`src/rtl/pulse_monitor.sv`:
```
// Tick-stream checker: measures the event interval, counts events,
// declares lock after a run of on-period intervals, flags early/late drift.
module pulse_monitor #(
  parameter int EXP_PERIOD = 4,
  parameter int TOL        = 0,
  parameter int LOCK_N     = 4,
  parameter int CNT_W      = 16
) (
  input  logic             clk,
  input  logic             reset,
  input  logic             pulse,
  input  logic             clr_err,
  output logic             locked,
  output logic [CNT_W-1:0] period,
  output logic [CNT_W-1:0] pulse_count,
  output logic             err_early,
  output logic             err_late
);

  localparam int MW = (LOCK_N < 1) ? 1 : $clog2(LOCK_N + 1);

  localparam logic [CNT_W-1:0] LO   = CNT_W'(EXP_PERIOD - TOL);
  localparam logic [CNT_W-1:0] HI   = CNT_W'(EXP_PERIOD + TOL);
  localparam logic [CNT_W-1:0] ONE  = CNT_W'(1);
  localparam logic [CNT_W-1:0] SAT  = '1;
  localparam logic [MW-1:0]    MLCK = MW'(LOCK_N);

  typedef enum logic [1:0] {
    IDLE    = 2'd0,
    ACQUIRE = 2'd1,
    LOCKED  = 2'd2
  } state_t;

  state_t           state_q, state_d;
  logic [CNT_W-1:0] elapsed_q, elapsed_d;
  logic [MW-1:0]    match_q, match_d;
  logic [MW-1:0]    match_inc;
  logic [CNT_W-1:0] period_q, period_d;
  logic [CNT_W-1:0] count_q, count_d;
  logic             early_q, early_d;
  logic             late_q, late_d;
  logic             set_early, set_late;
  logic             in_tol;

  assign in_tol    = (elapsed_q >= LO) && (elapsed_q <= HI);
  assign match_inc = match_q + 1'b1;

  always_comb begin
    state_d   = state_q;
    elapsed_d = elapsed_q;
    match_d   = match_q;
    period_d  = period_q;
    count_d   = count_q;
    set_early = 1'b0;
    set_late  = 1'b0;

    if (pulse) begin
      count_d   = count_q + ONE;
      elapsed_d = ONE;
    end

    unique case (state_q)
      IDLE: begin
        if (pulse) begin
          state_d = ACQUIRE;
          match_d = '0;
        end else begin
          elapsed_d = '0;
        end
      end
      ACQUIRE, LOCKED: begin
        if (pulse) begin
          period_d = elapsed_q;
          if (state_q == ACQUIRE) begin
            if (in_tol) begin
              match_d = match_inc;
              if (match_inc >= MLCK)
                state_d = LOCKED;
            end else begin
              match_d = '0;
            end
          end else if (!in_tol) begin
            set_early = (elapsed_q < LO);
            state_d   = ACQUIRE;
            match_d   = '0;
          end
        end else if (elapsed_q == HI) begin
          // No event by the last in-tolerance edge: the stream has stopped
          set_late  = (state_q == LOCKED);
          state_d   = IDLE;
          match_d   = '0;
          elapsed_d = '0;
        end else if (elapsed_q != SAT) begin
          elapsed_d = elapsed_q + ONE;
        end
      end
      default: begin
        state_d   = IDLE;
        match_d   = '0;
        elapsed_d = '0;
      end
    endcase

    early_d = set_early | (early_q & ~clr_err);
    late_d  = set_late  | (late_q  & ~clr_err);
  end

  always_ff @(posedge clk or posedge reset) begin
    if (reset) begin
      state_q   <= IDLE;
      elapsed_q <= '0;
      match_q   <= '0;
      period_q  <= '0;
      count_q   <= '0;
      early_q   <= 1'b0;
      late_q    <= 1'b0;
    end else begin
      state_q   <= state_d;
      elapsed_q <= elapsed_d;
      match_q   <= match_d;
      period_q  <= period_d;
      count_q   <= count_d;
      early_q   <= early_d;
      late_q    <= late_d;
    end
  end

  assign locked      = (state_q == LOCKED);
  assign period      = period_q;
  assign pulse_count = count_q;
  assign err_early   = early_q;
  assign err_late    = late_q;

endmodule

```
`config.mk`:
```
export PLATFORM = sky130hd
export DESIGN_NAME = pulse_monitor
export DESIGN_NICKNAME = d
export VERILOG_FILES = /design/src/rtl/pulse_monitor.sv
export SDC_FILE = /design/constraint.sdc
export NUM_CORES = 1
export LEC_CHECK = 0
export CAP_MARGIN = 5
export CORE_MARGIN = 10
export CORE_UTILIZATION = 40
export CTS_CLUSTER_DIAMETER = 150
export DETAILED_ROUTE_END_ITERATION = 8
export GPL_ROUTABILITY_DRIVEN = 0
export PLACE_DENSITY = 0.72
export SYNTH_ARGS = -nofsm -noshare
export SYNTH_HDL_FRONTEND = slang
export SYNTH_SLANG_ARGS = --single-unit
```
`constraint.sdc`:
```
create_clock -name clk -period 1.8 [get_ports clk]
set_clock_uncertainty 0.1 [all_clocks]
set_input_delay 0.27 -clock clk [delete_from_list [all_inputs] [get_ports clk]]
set_output_delay 0.27 -clock clk [all_outputs]
set_load 0.02 [all_outputs]
```
=== Word-level counts from Yosys, hierarchy flattened ===
Index checks and enable logic that the tools add are counted.

* Flip-flop bits (word level): 55
* Input bits: 4
* Output and inout port bits: 35
* Logic and storage cells: 62

* Add/sub/neg operators: 3
* Magnitude comparators: 4
* Equality and inequality tests: 9
* Mux-type cells: 28
* Bitwise gates (word level): 5
* Reductions and logical operators: 6

{| class="wikitable"
|+ Operator list
! cell !! count
|-
| 16-bit 2-to-1 mux || 5
|-
| 16-bit by 1-bit adder with 16-bit output, second input constant || 2
|-
| 16-bit case mux with 2 select lines || 1
|-
| 3-bit 2-to-1 mux || 6
|-
| 16-bit by 3-bit == test with 1-bit output, second input constant || 1
|-
| 16-bit by 3-bit >= comparator with 1-bit output, second input constant || 1
|-
| 16-bit by 3-bit less-or-equal comparator with 1-bit output, second input constant || 1
|-
| 16-bit by 3-bit less-than comparator with 1-bit output, second input constant || 1
|-
| 16-bit != test, second input constant || 1
|-
| 2-bit 2-to-1 mux || 7
|-
| 4-bit != test, second input constant || 3
|-
| 1-bit 2-to-1 mux || 7
|-
| 3-bit case mux with 2 select lines || 1
|-
| 5-bit AND reduction || 1
|-
| 2-bit case mux with 2 select lines || 1
|-
| 3-bit by 1-bit adder with 3-bit output, second input constant || 1
|-
| 3-bit >= comparator, second input constant || 1
|-
| 3-bit != test, second input constant || 1
|-
| 3-bit AND reduction || 1
|-
| 1-bit bitwise AND || 2
|-
| 2-bit by 1-bit == test with 1-bit output, second input constant || 1
|-
| 2-bit == test, second input constant || 1
|-
| 2-bit zero test || 1
|-
| 2-bit != test, second input constant || 1
|-
| 5 further kinds || 6
|}

=== Longest topological paths before layout ===
* Depth in word-level cells: 7
* Gate-level depth with buffers: 7
* Depth with buffers taken out: 6

=== Worst setup path before layout ===
OpenSTA, ideal clock, no wires.

* Path kind: reg2reg
* Start point: register elapsed_q[0]
* End point: register state_q[1]
* Setup time: 128 ps
* Data arrival time: 1725 ps
* Data required time: 1572 ps
* Path slack: -153 ps
* Cell stages (with the launch flop): 7
* Path buffers: 0
* Clock period less this slack: 1953 ps
* Path through: dfrtp_1 inv_1 ha_1 nor4bb_1 and4_1 mux2i_1 mux2_1

* Longest elaborated chain between the ends: 4
* Elaborated cells between the ends (all ways): 8
* Classes of those cells: order compare: 2; eq/ne: 4; reduce/logical: 2

{| class="wikitable"
|+ Ends and longest elaborated chain
! element !! RTL line !! source
|-
| from (decl) || 35 || <nowiki>logic [CNT_W-1:0] elapsed_q, elapsed_d;</nowiki>
|-
| from (signal assigned) || 119 || <nowiki>elapsed_q <= elapsed_d;</nowiki>
|-
| 16-bit by 3-bit >= comparator with 1-bit output / 16-bit by 3-bit less-or-equal comparator with 1-bit output (equally long branches) || 45 || <nowiki>assign in_tol = (elapsed_q >= LO) && (elapsed_q <= HI);</nowiki>
|-
| 1-bit logical AND || 45 ||
|-
| 4-bit != test (no source line) || -- ||
|-
| 5-bit AND reduction (no source line) * || -- ||
|-
| to (signal assigned) || 118 || <nowiki>state_q <= state_d;</nowiki>
|-
| to (decl) || 34 || <nowiki>state_t state_q, state_d;</nowiki>
|}

Every way passes the cells marked *; elsewhere a longest branch is shown, timed or not.
A chain may end at the register's enable or synchronous reset.

=== Worst setup path after layout ===
* Start point: register elapsed_q[1]
* End point: register state_q[1]

Same word-level chain as after synthesis.

==> run_results.csv <==
group,metric,value,unit
run_status,outcome,"complete, but fails checks",
run_status,violations,"setup timing",
route,drc,0,
global_route,grt_overflow,0,
timing,worst_slew_pin_slew,0.3765,ns
route,vias,2294,
placement,dpl.hpwl,4827,um
global_route,grt_pass1_wl,11480,um
global_route,antenna_found_initial,0,
power,power.leakage,1.839,nW
global_route,grt_max_degree,56,
power,max-vdd-ir-drop,0.4608,mV
power,cellPowerDensity,994.3,nW/um2
route,postRouteAntennaNets,0,
clocking,clockRootBuffer,"clkbuf_8",
timing,fin_crit_sh,107.6,%
hold_path,hold_class,"primary input to asynchronous set/reset pin",
critical_path,cp-end-kind,"register",
critical_path,crit_path_start_kind,"register",
yosys,syn_inst,246,
clocking,clock-sinks,55,
yosys,yosysMostFrequentCell,"dfrtp_1",
clocking,cts_tree,"done",
yosys,yosys_warnings,0,
power,power,3.904,mW
die,core_area,6422,um2
die,die-width,102.0,um
die,dieArea,10400,um2
finish,drive_gt1_share,35.14,%
yosys,synth-edff-count,0,
timing,fin_setup_tns,-0.4493,ns
timing,fin_ws,-0.1366,ns
route,drtPass1Iterations,4,
die,fp.dieH,102.0,um
yosys,ys_top_cells_by_count,"55 x dfrtp_1, 18 x nand2_1, 14 x o21ai_0",
finish,fin_area,3926,um2
yosys,ys_seq_area_share,51.21,%
yosys,syn_avg_cell_area,10.93,um2
yosys,syn-num-nets,260,
finish,diodes,0,
finish,syn_to_final_growth,46.09,%
route,drt_iter0_markers,68,
flow_run,maxCapViolations,0,
finish,final_nets,363,
timing,fmax,0.5164,GHz
global_route,grt_usage,13.47,%
critical_path,path_max_fanout,3,
timing,hold-worst-slack,0.2266,ns
yosys,mappedNetlistArea,2688,um2
critical_path,critPathArrivalTime,2.03,ns
placement,place_ws,-0.2214,ns
yosys,yosysTopAreaCellShare,51.21,%
route,vias_per_cell,5.372,
die,start_util,41.85,%
timing,slew_violations,0,
placement,numPortBuffers,38,
critical_path,crit_type,"register to register",
die,io_pins,39,
timing,setup_viol,10,
yosys,yosys.area.top_type,"dfrtp_1",
timing,hold_viol,0,
critical_path,required,1.89,ns
placement,placed_area,3586,um2
clocking,htreeDepth,2,
timing,fin_crit,1.937,ns
clocking,clk_latency,0.31,ns
finish,final_util,61.13,%
placement,placed_cells,408,
yosys,async_flop_share,100.0,%
yosys,synth_area_leaders,"dfrtp_1 51%, mux2_2 5.0%, ha_1 4.7%",
route,wire_per_inst,16.20,um
timing,rsz0062_at_grt,"yes",
clocking,clkTransAtPathRegs,0.10,ns
yosys,synth.distinct_cells,43,
clocking,cts_inserted_buffers,5,
finish,nFillCells,513,
timing,maxSlewHeadroom,74.71,%
finish,fin_cells,427,
global_route,grt_pass1_vias,2383,
yosys,synth-main-ff-cell,"dfrtp_1",
die,row_count,29,
route,routed_wl,6916,um
yosys,ys_ff_latch,55,
clocking,cts.path.max_buffers,2,
path summary, 6_finish.rpt:
| check | startpoint | end | slack (ns) | cells past startpoint |
|---|---|---|---|---|
| setup / recovery | elapsed_q[1] | state_q[1] | -0.14 | 6 |
| hold / removal | reset | pulse_count[11] | 0.23 | 3 |
| setup reg to reg | elapsed_q[1] | state_q[1] | -0.14 | 6 |
| hold reg to reg | pulse_count[15] | pulse_count[15] | 0.38 | 1 |
| max in group asynchronous | reset | elapsed_q[5] | 1.11 | 3 |
| min in group clk | pulse_count[15] | pulse_count[15] | 0.38 | 1 |
state kept, by name (all words and copies together) (netlist names):
register and cells:
elapsed_q 16, period 16, pulse_count 16, match_q 3, state_q 2, err_early 1
err_late 1
critical path, cell delays in order, from the launching register on:
cell,delay [ns]
dfrtp_1,0.42
inv_2,0.10
ha_4,0.13
nor4bb_4,0.22
and4_4,0.29
mux2i_4,0.25
mux2_4,0.32
kinds of logic after synthesis:
family          Yosys count  share of synthesized area, %
xor+xnor                 18                         5.866
fa+ha+maj                10                         4.655
simple gates             85                         18.76
mux                      19                         7.682
buf+inv                  20                         3.026
compound gates           39                         8.799
flops                    55                         51.21
cell type report:
type                    count  area [um2]  share of cell area [%]
flip-flops and latches     55        1383                   35.21
inverters                  13       48.80                   1.243
clock buffers               6       72.57                   1.848
clock inverters             2       12.51                  0.3187
well taps                  77       96.34                   2.454
multi-input cells         171        1398                   35.60
repair buffers            103       915.9                   23.33
what timing repair did:
item / in CTS / in global routing
pin swaps: 16 / 4
hold buffers: 0 / 0
buffers inserted: 12 / 2
setup endpoints to repair: 20 / 34
resized for setup: 26 / 19
cells in the final DEF (no fill, tap or decap), types with 3 or more instances in the layout:
cell / instances
buf_4: 60
clkdlybuf4s50_1: 31
nor4_4: 3
mux2_2: 12
nand4_1: 10
xor2_1: 5
nand2_1: 17
dlymetal6s2s_1: 6
clkbuf_8: 5
nand3_1: 8
and4_1: 3
dfrtp_1: 50
inv_1: 9
buf_6: 3
nor3_1: 6
or3_1: 6
mux2i_1: 4
dfrtp_2: 5
ha_1: 7
o21ai_0: 12
a21oi_2: 3
a21oi_1: 9
nor2_1: 8
xnor2_1: 12
inv_2: 4
layer usage:
metal | global-route usage, % | wire length (um) | vias up
li1 | - | - | 1095
met1 | 15.60 | 3036 | 1138
met2 | 23.56 | 3438 | 49
met3 | 3.644 | 320 | 12
met4 | 4.447 | 121 | 0
met5 | 0 | 0 | -
where the power goes:
part / leakage [nW] / internal (mW) / switching, mW / total [mW]
Clock: 0.0412 / 0.273 / 0.406 / 0.679
Combinational: 1.06 / 0.865 / 0.817 / 1.68
Sequential: 0.735 / 1.39 / 0.157 / 1.54
Power figures use the tool's default switching activity.
